===== src/rtl/wb_obi_bridge_if.sv =====
// Bus bundles for wb_obi_bridge: a Wishbone-classic bus and an OBI bus,
// each with master/slave modports. Signal names keep the bridge's pin names.
interface wb_bus_if #(
    parameter int ADDR_W = 32,
    parameter int DATA_W = 32
);
    localparam int BE_W = DATA_W / 8;

    logic              wbs_cyc_i;
    logic              wbs_stb_i;
    logic              wbs_we_i;
    logic [BE_W-1:0]   wbs_sel_i;
    logic [ADDR_W-1:0] wbs_adr_i;
    logic [DATA_W-1:0] wbs_dat_i;
    logic              wbs_ack_o;
    logic              wbs_err_o;
    logic [DATA_W-1:0] wbs_dat_o;

    modport master (
        output wbs_cyc_i, wbs_stb_i, wbs_we_i, wbs_sel_i, wbs_adr_i, wbs_dat_i,
        input  wbs_ack_o, wbs_err_o, wbs_dat_o
    );

    modport slave (
        input  wbs_cyc_i, wbs_stb_i, wbs_we_i, wbs_sel_i, wbs_adr_i, wbs_dat_i,
        output wbs_ack_o, wbs_err_o, wbs_dat_o
    );
endinterface

interface obi_bus_if #(
    parameter int ADDR_W = 32,
    parameter int DATA_W = 32
);
    localparam int BE_W = DATA_W / 8;

    // valid/ready: the address phase (req_o + addr/we/be/wdata) is held stable
    // until the cycle gnt_i is sampled high; the response completes in the
    // cycle rvalid_i is sampled high, with err_i only meaningful in that cycle.
    logic              req_o;
    logic              gnt_i;
    logic [ADDR_W-1:0] addr_o;
    logic              we_o;
    logic [BE_W-1:0]   be_o;
    logic [DATA_W-1:0] wdata_o;
    logic              rvalid_i;
    logic [DATA_W-1:0] rdata_i;
    logic              err_i;

    modport master (
        output req_o, addr_o, we_o, be_o, wdata_o,
        input  gnt_i, rvalid_i, rdata_i, err_i
    );

    modport slave (
        input  req_o, addr_o, we_o, be_o, wdata_o,
        output gnt_i, rvalid_i, rdata_i, err_i
    );
endinterface


===== src/rtl/wb_obi_bridge.sv =====
// Wishbone-classic slave to OBI master bridge, one OBI transfer per WB cycle.
// Define WB_OBI_TIMEOUT_EN to build the response timeout, DRAIN state and grant tracking.
module wb_obi_bridge #(
    parameter int ADDR_W  = 32,
    parameter int DATA_W  = 32,
    parameter int TO_W    = 8,
    parameter int TIMEOUT = 200
) (
    input  logic        clk_i,
    input  logic        wb_rst_i,
    wb_bus_if.slave     wb,
    obi_bus_if.master   obi,
    output logic [2:0]  dbg_state
);
    localparam int BE_W = DATA_W / 8;

    if (DATA_W % 8 != 0) begin : g_bad_data_w
        $error("wb_obi_bridge: DATA_W must be a multiple of 8");
    end
    if (TIMEOUT < 1 || TIMEOUT > (2 ** TO_W) - 1) begin : g_bad_timeout
        $error("wb_obi_bridge: TIMEOUT must lie in 1..2^TO_W-1");
    end

    typedef enum logic [2:0] {
        S_IDLE  = 3'd0,
        S_REQ   = 3'd1,
        S_RESP  = 3'd2,
        S_DONE  = 3'd3,
        S_DRAIN = 3'd4
    } state_t;

    state_t            state_q, state_d;
    logic              err_flag_q, err_flag_d;
    logic              aborted_q, aborted_d;
    logic              abort_now;
    logic              cap_req;
    logic              cap_rdata;

    logic [ADDR_W-1:0] addr_q;
    logic              we_q;
    logic [BE_W-1:0]   be_q;
    logic [DATA_W-1:0] wdata_q;
    logic [DATA_W-1:0] rdata_q;

`ifdef WB_OBI_TIMEOUT_EN
    logic              granted_q, granted_d;
    logic [TO_W-1:0]   tmo_cnt_q, tmo_cnt_d;
    logic              tmo_pulse_q, tmo_pulse_d;
    logic              tmo_hit;

    assign tmo_hit = (tmo_cnt_q == TO_W'(TIMEOUT - 1));
`endif

    // Once the WB master walks away, the OBI side still finishes silently.
    assign abort_now = aborted_q | ~wb.wbs_cyc_i;

    always_comb begin
        state_d     = state_q;
        err_flag_d  = err_flag_q;
        aborted_d   = aborted_q;
        cap_req     = 1'b0;
        cap_rdata   = 1'b0;
`ifdef WB_OBI_TIMEOUT_EN
        granted_d   = granted_q;
        tmo_cnt_d   = tmo_cnt_q;
        tmo_pulse_d = 1'b0;
`endif
        case (state_q)
            S_IDLE: begin
                err_flag_d = 1'b0;
                aborted_d  = 1'b0;
`ifdef WB_OBI_TIMEOUT_EN
                granted_d  = 1'b0;
                tmo_cnt_d  = '0;
`endif
                if (wb.wbs_cyc_i && wb.wbs_stb_i) begin
                    cap_req = 1'b1;
                    state_d = S_REQ;
                end
            end
            S_REQ: begin
                if (!wb.wbs_cyc_i) aborted_d = 1'b1;
                if (obi.gnt_i) state_d = S_RESP;
`ifdef WB_OBI_TIMEOUT_EN
                tmo_cnt_d = tmo_cnt_q + 1'b1;
                if (obi.gnt_i) granted_d = 1'b1;
                if (tmo_hit) begin
                    state_d     = S_DRAIN;
                    tmo_pulse_d = ~abort_now;
                end
`endif
            end
            S_RESP: begin
                if (!wb.wbs_cyc_i) aborted_d = 1'b1;
`ifdef WB_OBI_TIMEOUT_EN
                tmo_cnt_d = tmo_cnt_q + 1'b1;
`endif
                if (obi.rvalid_i) begin
                    err_flag_d = obi.err_i;
                    cap_rdata  = ~we_q & ~obi.err_i;
                    state_d    = abort_now ? S_IDLE : S_DONE;
                end
`ifdef WB_OBI_TIMEOUT_EN
                else if (tmo_hit) begin
                    state_d     = S_DRAIN;
                    tmo_pulse_d = ~abort_now;
                end
`endif
            end
            S_DONE: begin
                state_d = S_IDLE;
            end
            S_DRAIN: begin
`ifdef WB_OBI_TIMEOUT_EN
                if (!granted_q) begin
                    if (obi.gnt_i) granted_d = 1'b1;
                end else if (obi.rvalid_i) begin
                    state_d = S_IDLE;
                end
`else
                state_d = S_IDLE;
`endif
            end
            default: state_d = S_IDLE;
        endcase
    end

    always_ff @(posedge clk_i or posedge wb_rst_i) begin
        if (wb_rst_i) begin
            state_q    <= S_IDLE;
            err_flag_q <= 1'b0;
            aborted_q  <= 1'b0;
        end else begin
            state_q    <= state_d;
            err_flag_q <= err_flag_d;
            aborted_q  <= aborted_d;
        end
    end

`ifdef WB_OBI_TIMEOUT_EN
    always_ff @(posedge clk_i or posedge wb_rst_i) begin
        if (wb_rst_i) begin
            granted_q   <= 1'b0;
            tmo_cnt_q   <= '0;
            tmo_pulse_q <= 1'b0;
        end else begin
            granted_q   <= granted_d;
            tmo_cnt_q   <= tmo_cnt_d;
            tmo_pulse_q <= tmo_pulse_d;
        end
    end
`endif

    // Address phase is captured once on acceptance and frozen until the next cycle.
    always_ff @(posedge clk_i or posedge wb_rst_i) begin
        if (wb_rst_i) begin
            addr_q  <= '0;
            we_q    <= 1'b0;
            be_q    <= '0;
            wdata_q <= '0;
        end else if (cap_req) begin
            addr_q  <= wb.wbs_adr_i;
            we_q    <= wb.wbs_we_i;
            be_q    <= wb.wbs_sel_i;
            wdata_q <= wb.wbs_dat_i;
        end
    end

    always_ff @(posedge clk_i or posedge wb_rst_i) begin
        if (wb_rst_i) begin
            rdata_q <= '0;
        end else if (cap_rdata) begin
            rdata_q <= obi.rdata_i;
        end
    end

    assign obi.addr_o  = addr_q;
    assign obi.we_o    = we_q;
    assign obi.be_o    = be_q;
    assign obi.wdata_o = wdata_q;
    assign wb.wbs_dat_o = rdata_q;

`ifdef WB_OBI_TIMEOUT_EN
    assign obi.req_o     = (state_q == S_REQ) | ((state_q == S_DRAIN) & ~granted_q);
    assign wb.wbs_err_o  = ((state_q == S_DONE) & err_flag_q) | tmo_pulse_q;
`else
    assign obi.req_o     = (state_q == S_REQ);
    assign wb.wbs_err_o  = (state_q == S_DONE) & err_flag_q;
`endif
    assign wb.wbs_ack_o  = (state_q == S_DONE) & ~err_flag_q;

    assign dbg_state = state_q;
endmodule


===== src/flat_wrapper.sv =====
// flat-port wrapper written by rule: the top's interface ports become plain ports
module wb_obi_bridge_flat 
#(
    parameter int ADDR_W  = 32,
    parameter int DATA_W  = 32,
    parameter int TO_W    = 8,
    parameter int TIMEOUT = 200
)
  (clk_i, wb_rst_i, dbg_state, wb_wbs_cyc_i, wb_wbs_stb_i, wb_wbs_we_i, wb_wbs_sel_i, wb_wbs_adr_i, wb_wbs_dat_i, wb_wbs_ack_o, wb_wbs_err_o, wb_wbs_dat_o, obi_req_o, obi_addr_o, obi_we_o, obi_be_o, obi_wdata_o, obi_gnt_i, obi_rvalid_i, obi_rdata_i, obi_err_i);
  wb_bus_if #(.ADDR_W(ADDR_W), .DATA_W(DATA_W)) wb_i ();
  obi_bus_if #(.ADDR_W(ADDR_W), .DATA_W(DATA_W)) obi_i ();
  input  logic clk_i;
  input  logic wb_rst_i;
  output logic [2:0] dbg_state;
  input wire logic [$bits(wb_i.wbs_cyc_i)-1:0] wb_wbs_cyc_i;
  input wire logic [$bits(wb_i.wbs_stb_i)-1:0] wb_wbs_stb_i;
  input wire logic [$bits(wb_i.wbs_we_i)-1:0] wb_wbs_we_i;
  input wire logic [$bits(wb_i.wbs_sel_i)-1:0] wb_wbs_sel_i;
  input wire logic [$bits(wb_i.wbs_adr_i)-1:0] wb_wbs_adr_i;
  input wire logic [$bits(wb_i.wbs_dat_i)-1:0] wb_wbs_dat_i;
  output wire logic [$bits(wb_i.wbs_ack_o)-1:0] wb_wbs_ack_o;
  output wire logic [$bits(wb_i.wbs_err_o)-1:0] wb_wbs_err_o;
  output wire logic [$bits(wb_i.wbs_dat_o)-1:0] wb_wbs_dat_o;
  output wire logic [$bits(obi_i.req_o)-1:0] obi_req_o;
  output wire logic [$bits(obi_i.addr_o)-1:0] obi_addr_o;
  output wire logic [$bits(obi_i.we_o)-1:0] obi_we_o;
  output wire logic [$bits(obi_i.be_o)-1:0] obi_be_o;
  output wire logic [$bits(obi_i.wdata_o)-1:0] obi_wdata_o;
  input wire logic [$bits(obi_i.gnt_i)-1:0] obi_gnt_i;
  input wire logic [$bits(obi_i.rvalid_i)-1:0] obi_rvalid_i;
  input wire logic [$bits(obi_i.rdata_i)-1:0] obi_rdata_i;
  input wire logic [$bits(obi_i.err_i)-1:0] obi_err_i;
  assign wb_i.wbs_cyc_i = wb_wbs_cyc_i;
  assign wb_i.wbs_stb_i = wb_wbs_stb_i;
  assign wb_i.wbs_we_i = wb_wbs_we_i;
  assign wb_i.wbs_sel_i = wb_wbs_sel_i;
  assign wb_i.wbs_adr_i = wb_wbs_adr_i;
  assign wb_i.wbs_dat_i = wb_wbs_dat_i;
  assign wb_wbs_ack_o = wb_i.wbs_ack_o;
  assign wb_wbs_err_o = wb_i.wbs_err_o;
  assign wb_wbs_dat_o = wb_i.wbs_dat_o;
  assign obi_req_o = obi_i.req_o;
  assign obi_addr_o = obi_i.addr_o;
  assign obi_we_o = obi_i.we_o;
  assign obi_be_o = obi_i.be_o;
  assign obi_wdata_o = obi_i.wdata_o;
  assign obi_i.gnt_i = obi_gnt_i;
  assign obi_i.rvalid_i = obi_rvalid_i;
  assign obi_i.rdata_i = obi_rdata_i;
  assign obi_i.err_i = obi_err_i;
  wb_obi_bridge #(.ADDR_W(ADDR_W), .DATA_W(DATA_W), .TO_W(TO_W), .TIMEOUT(TIMEOUT)) u_core (.clk_i(clk_i), .wb_rst_i(wb_rst_i), .wb(wb_i), .obi(obi_i), .dbg_state(dbg_state));
endmodule

===== config.mk =====
export PLATFORM = sky130hd
export DESIGN_NAME = wb_obi_bridge_flat
export DESIGN_NICKNAME = d
export VERILOG_FILES = /design/src/rtl/wb_obi_bridge_if.sv /design/src/rtl/wb_obi_bridge.sv /design/src/flat_wrapper.sv
export SDC_FILE = /design/constraint.sdc
export NUM_CORES = 1
export LEC_CHECK = 0
export ABC_CLOCK_PERIOD_IN_PS = 4500
export CAP_MARGIN = 20
export CELL_PAD_IN_SITES_DETAIL_PLACEMENT = 0
export CELL_PAD_IN_SITES_GLOBAL_PLACEMENT = 1
export CORE_ASPECT_RATIO = 0.5
export CORE_MARGIN = 2
export CORE_UTILIZATION = 31
export CTS_CLUSTER_DIAMETER = 120
export CTS_CLUSTER_SIZE = 24
export DETAILED_ROUTE_END_ITERATION = 8
export PLACE_DENSITY = 0.93
export SLEW_MARGIN = 20
export SYNTH_ARGS = -nofsm -noshare
export SYNTH_HDL_FRONTEND = slang
export SYNTH_SLANG_ARGS = --single-unit
export TNS_END_PERCENT = 10

===== constraint.sdc =====
create_clock -name clk_i -period 4.5 [get_ports clk_i]
set_clock_uncertainty 0.2 [all_clocks]
set_input_delay 1.125 -clock clk_i [delete_from_list [all_inputs] [get_ports clk_i]]
set_output_delay 1.125 -clock clk_i [all_outputs]
set_load 0.1 [all_outputs]

==> impl_metrics.toml <==
[floorplanning]
die_x_um = 166.6
io_pins = 215
core_um2 = 12770
die_area_um2 = 14210
die_h_um = 85.30
initial_core_util_pct = 32.08
rows = 29

[drt]
wirelength_mm = 10.21
antenna_left = 0
drt-initial-drc-count = 132
routedWlPerCell_um = 15.86
firstDrtPassIters = 4
viasPerCell = 4.422
num_vias = 2848
drc_errors = 0

[worst_setup_path]
r2r_slack_ns = 1.91
cp.depth = 3
cp_top_family = "buffers and inverters"
cp.arrival_ns = 2.22
rr_endpoint = "u_core.obi.wdata_o[16]"
cp-end-kind = "output pin"
crit_required_ns = 3.17
cp.buffers_inverters = 2
path_class = "reg2out"
reg2reg_from = "u_core.dbg_state[0]"
startpoint_type = "flip-flop"
r2r_cells = 5
worst_path_max_delay_cell = "clkdlybuf4s50_1"
crit_chain = "inv_1 > ha_1 > clkdlybuf4s50_1"
crit_path_max_incr_delay_ns = 1.14
cp_max_fo = 8

[sta]
fmax_mhz = 281.8
slew_violations = 0
relSlewSlack_pct = 31.39
tightestPinTransition_ns = 1.026
setup_tns_ns = 0
setup_violations = 0
period_minus_slack_ns = 3.549
rsz0062_at_grt = "false"
hold_viol_final = 0
period_share_pct = 78.86

[placed_design]
gp_congestion = 0.7242
post-dp-hpwl_mm = 7.674
dp.cells = 628
portBuffers = 213

[synth]
synth_cells = 251
ys.flop_type = "dfrtp_1"
muxShareOfSynthArea_pct = 28.24
yosys-top-cells-count = "dfrtp_1, mux2_2, ha_1"
synth_compound_area_share_pct = 1.130
syn-num-nets = 365
synth_edf_count = 0
synth-xor-area-share_pct = 0
yosysMostFrequentCell = "dfrtp_1"
yosys.area.top_type_share_pct = 64.12
synth-seq-cells = 105
synthDistinctLibCells = 25
yosys_warnings = 0
postSynthAreaPerCell_um2 = 16.33
synth_top_family_by_area = "multiplexers"
yosysTopAreaCell = "dfrtp_1"
synth.area.top_cells = "dfrtp_1, mux2_2, ha_1"
synthSimpleGateAreaFrac_pct = 2.229
seq_area_frac_synth_pct = 64.12
synth_fa_ha_area_share_pct = 1.832
syn_area_um2 = 4098
async_flop_share_pct = 100.0

[clocking]
clock-root-buffer = "clkbuf_16"
htree_levels = 3
clockBufferDepth = 2
clkTransAtPathRegs_ns = 0.07
cts-buffers-inserted = 9
postCtsSetupBuffers = 0
clk_latency_ns = 0.34
cts_resized = 0
clock-sinks = 105
cts_tree = "built"
ctsHoldBuffers = 0

[status]
status = "finished clean"

[min_path]
holdPathStages = 1
min_to = "u_core.wb.wbs_dat_o[26]"
hold_path_class = "reg2reg"
min_from = "u_core.wb.wbs_dat_o[26]"

[global_route]
grt_overflow = 0
antenna_found_initial = 0
grt_util_all_layers_pct = 14.42
first_global_vias = 2937
grt_first_pass_wirelength_mm = 15.97
grt_start_max_net_pins = 66

[finish]
fin_nets = 583
diodes = 0
fin_cells = 644
drive_above_1_share_pct = 26.37
utilization_pct = 52.62
syn_to_final_growth_pct = 64.00

[flow_run]
drv_cap = 0
cell usage in the layout, fill, tap and decap left out, types with 2 or more instances in the layout:
cell type	count
nand2_1	3
nor2b_1	3
inv_1	4
ha_1	6
a21oi_1	2
clkbuf_16	9
clkinvlp_4	2
clkdlybuf4s50_1	211
mux2i_1	2
mux2_1	2
inv_6	3
mux2_2	99
buf_4	6
dfrtp_1	105
how the worst max path moves through the flow:
| stage | start | to | slack, ns |
|---|---|---|---|
| 4_1_cts | u_core.dbg_state[1] | obi_req_o | 0.93 |
| 3_5_place_dp | wb_wbs_cyc_i | u_core.obi.wdata_o[16] | 1.11 |
| 6_report | u_core.dbg_state[1] | obi_req_o | 0.95 |
| 5_1_grt | u_core.dbg_state[1] | obi_req_o | 0.87 |
| 3_3_place_gp | wb_wbs_cyc_i | u_core.obi.wdata_o[17] | 1.14 |
| 2_1_floorplan | wb_rst_i | u_core.aborted_q | 0.41 |
state kept, by name (all words and copies together), names as in the netlist:
signal / count
u_core.aborted_q: 1
u_core.dbg_state: 2
u_core.err_flag_q: 1
u_core.obi.addr_o: 32
u_core.obi.be_o: 4
u_core.obi.wdata_o: 32
u_core.obi.we_o: 1
u_core.wb.wbs_dat_o: 32
layout make-up:
| type | instances | area, µm² |
|---|---|---|
| clock buffers | 9 | 225.2 |
| clock inverters | 7 | 82.58 |
| fillers | 1121 | 6052 |
| inverters | 5 | 21.27 |
| multi-input cells | 130 | 1374 |
| flip-flops and latches | 105 | 2628 |
| well taps | 170 | 212.7 |
| repair buffers | 218 | 2177 |
metal layers:
metal	wire, µm	track usage [%]
met1	3960	16.47
met2	5725	27.08
met3	347	3.451
met4	178	4.389
met5	0	0
cell families (layout without fill, tap and decap cells):
logic type	after synthesis	after routing
fa+ha+maj	6	6
mux	103	103
compound gates	7	7
simple gates	13	13
buf+inv	16	239
other cells	1	1
flops	105	105
metrics by stage:
step	cell area (µm²)	hold WS [ns]	worst slack, ns
2_1_floorplan	4098	0.2639	0.4145
3_3_place_gp	6412	0.2669	1.140
3_5_place_dp	6412	0.2754	1.113
4_1_cts	6720	0.2929	0.9299
5_1_grt	6720	0.3160	0.8739
6_report	6720	0.2882	0.9512
Power is not shown: default switching activity piles up to over one toggle a cycle in this logic, so the estimate is an artifact.
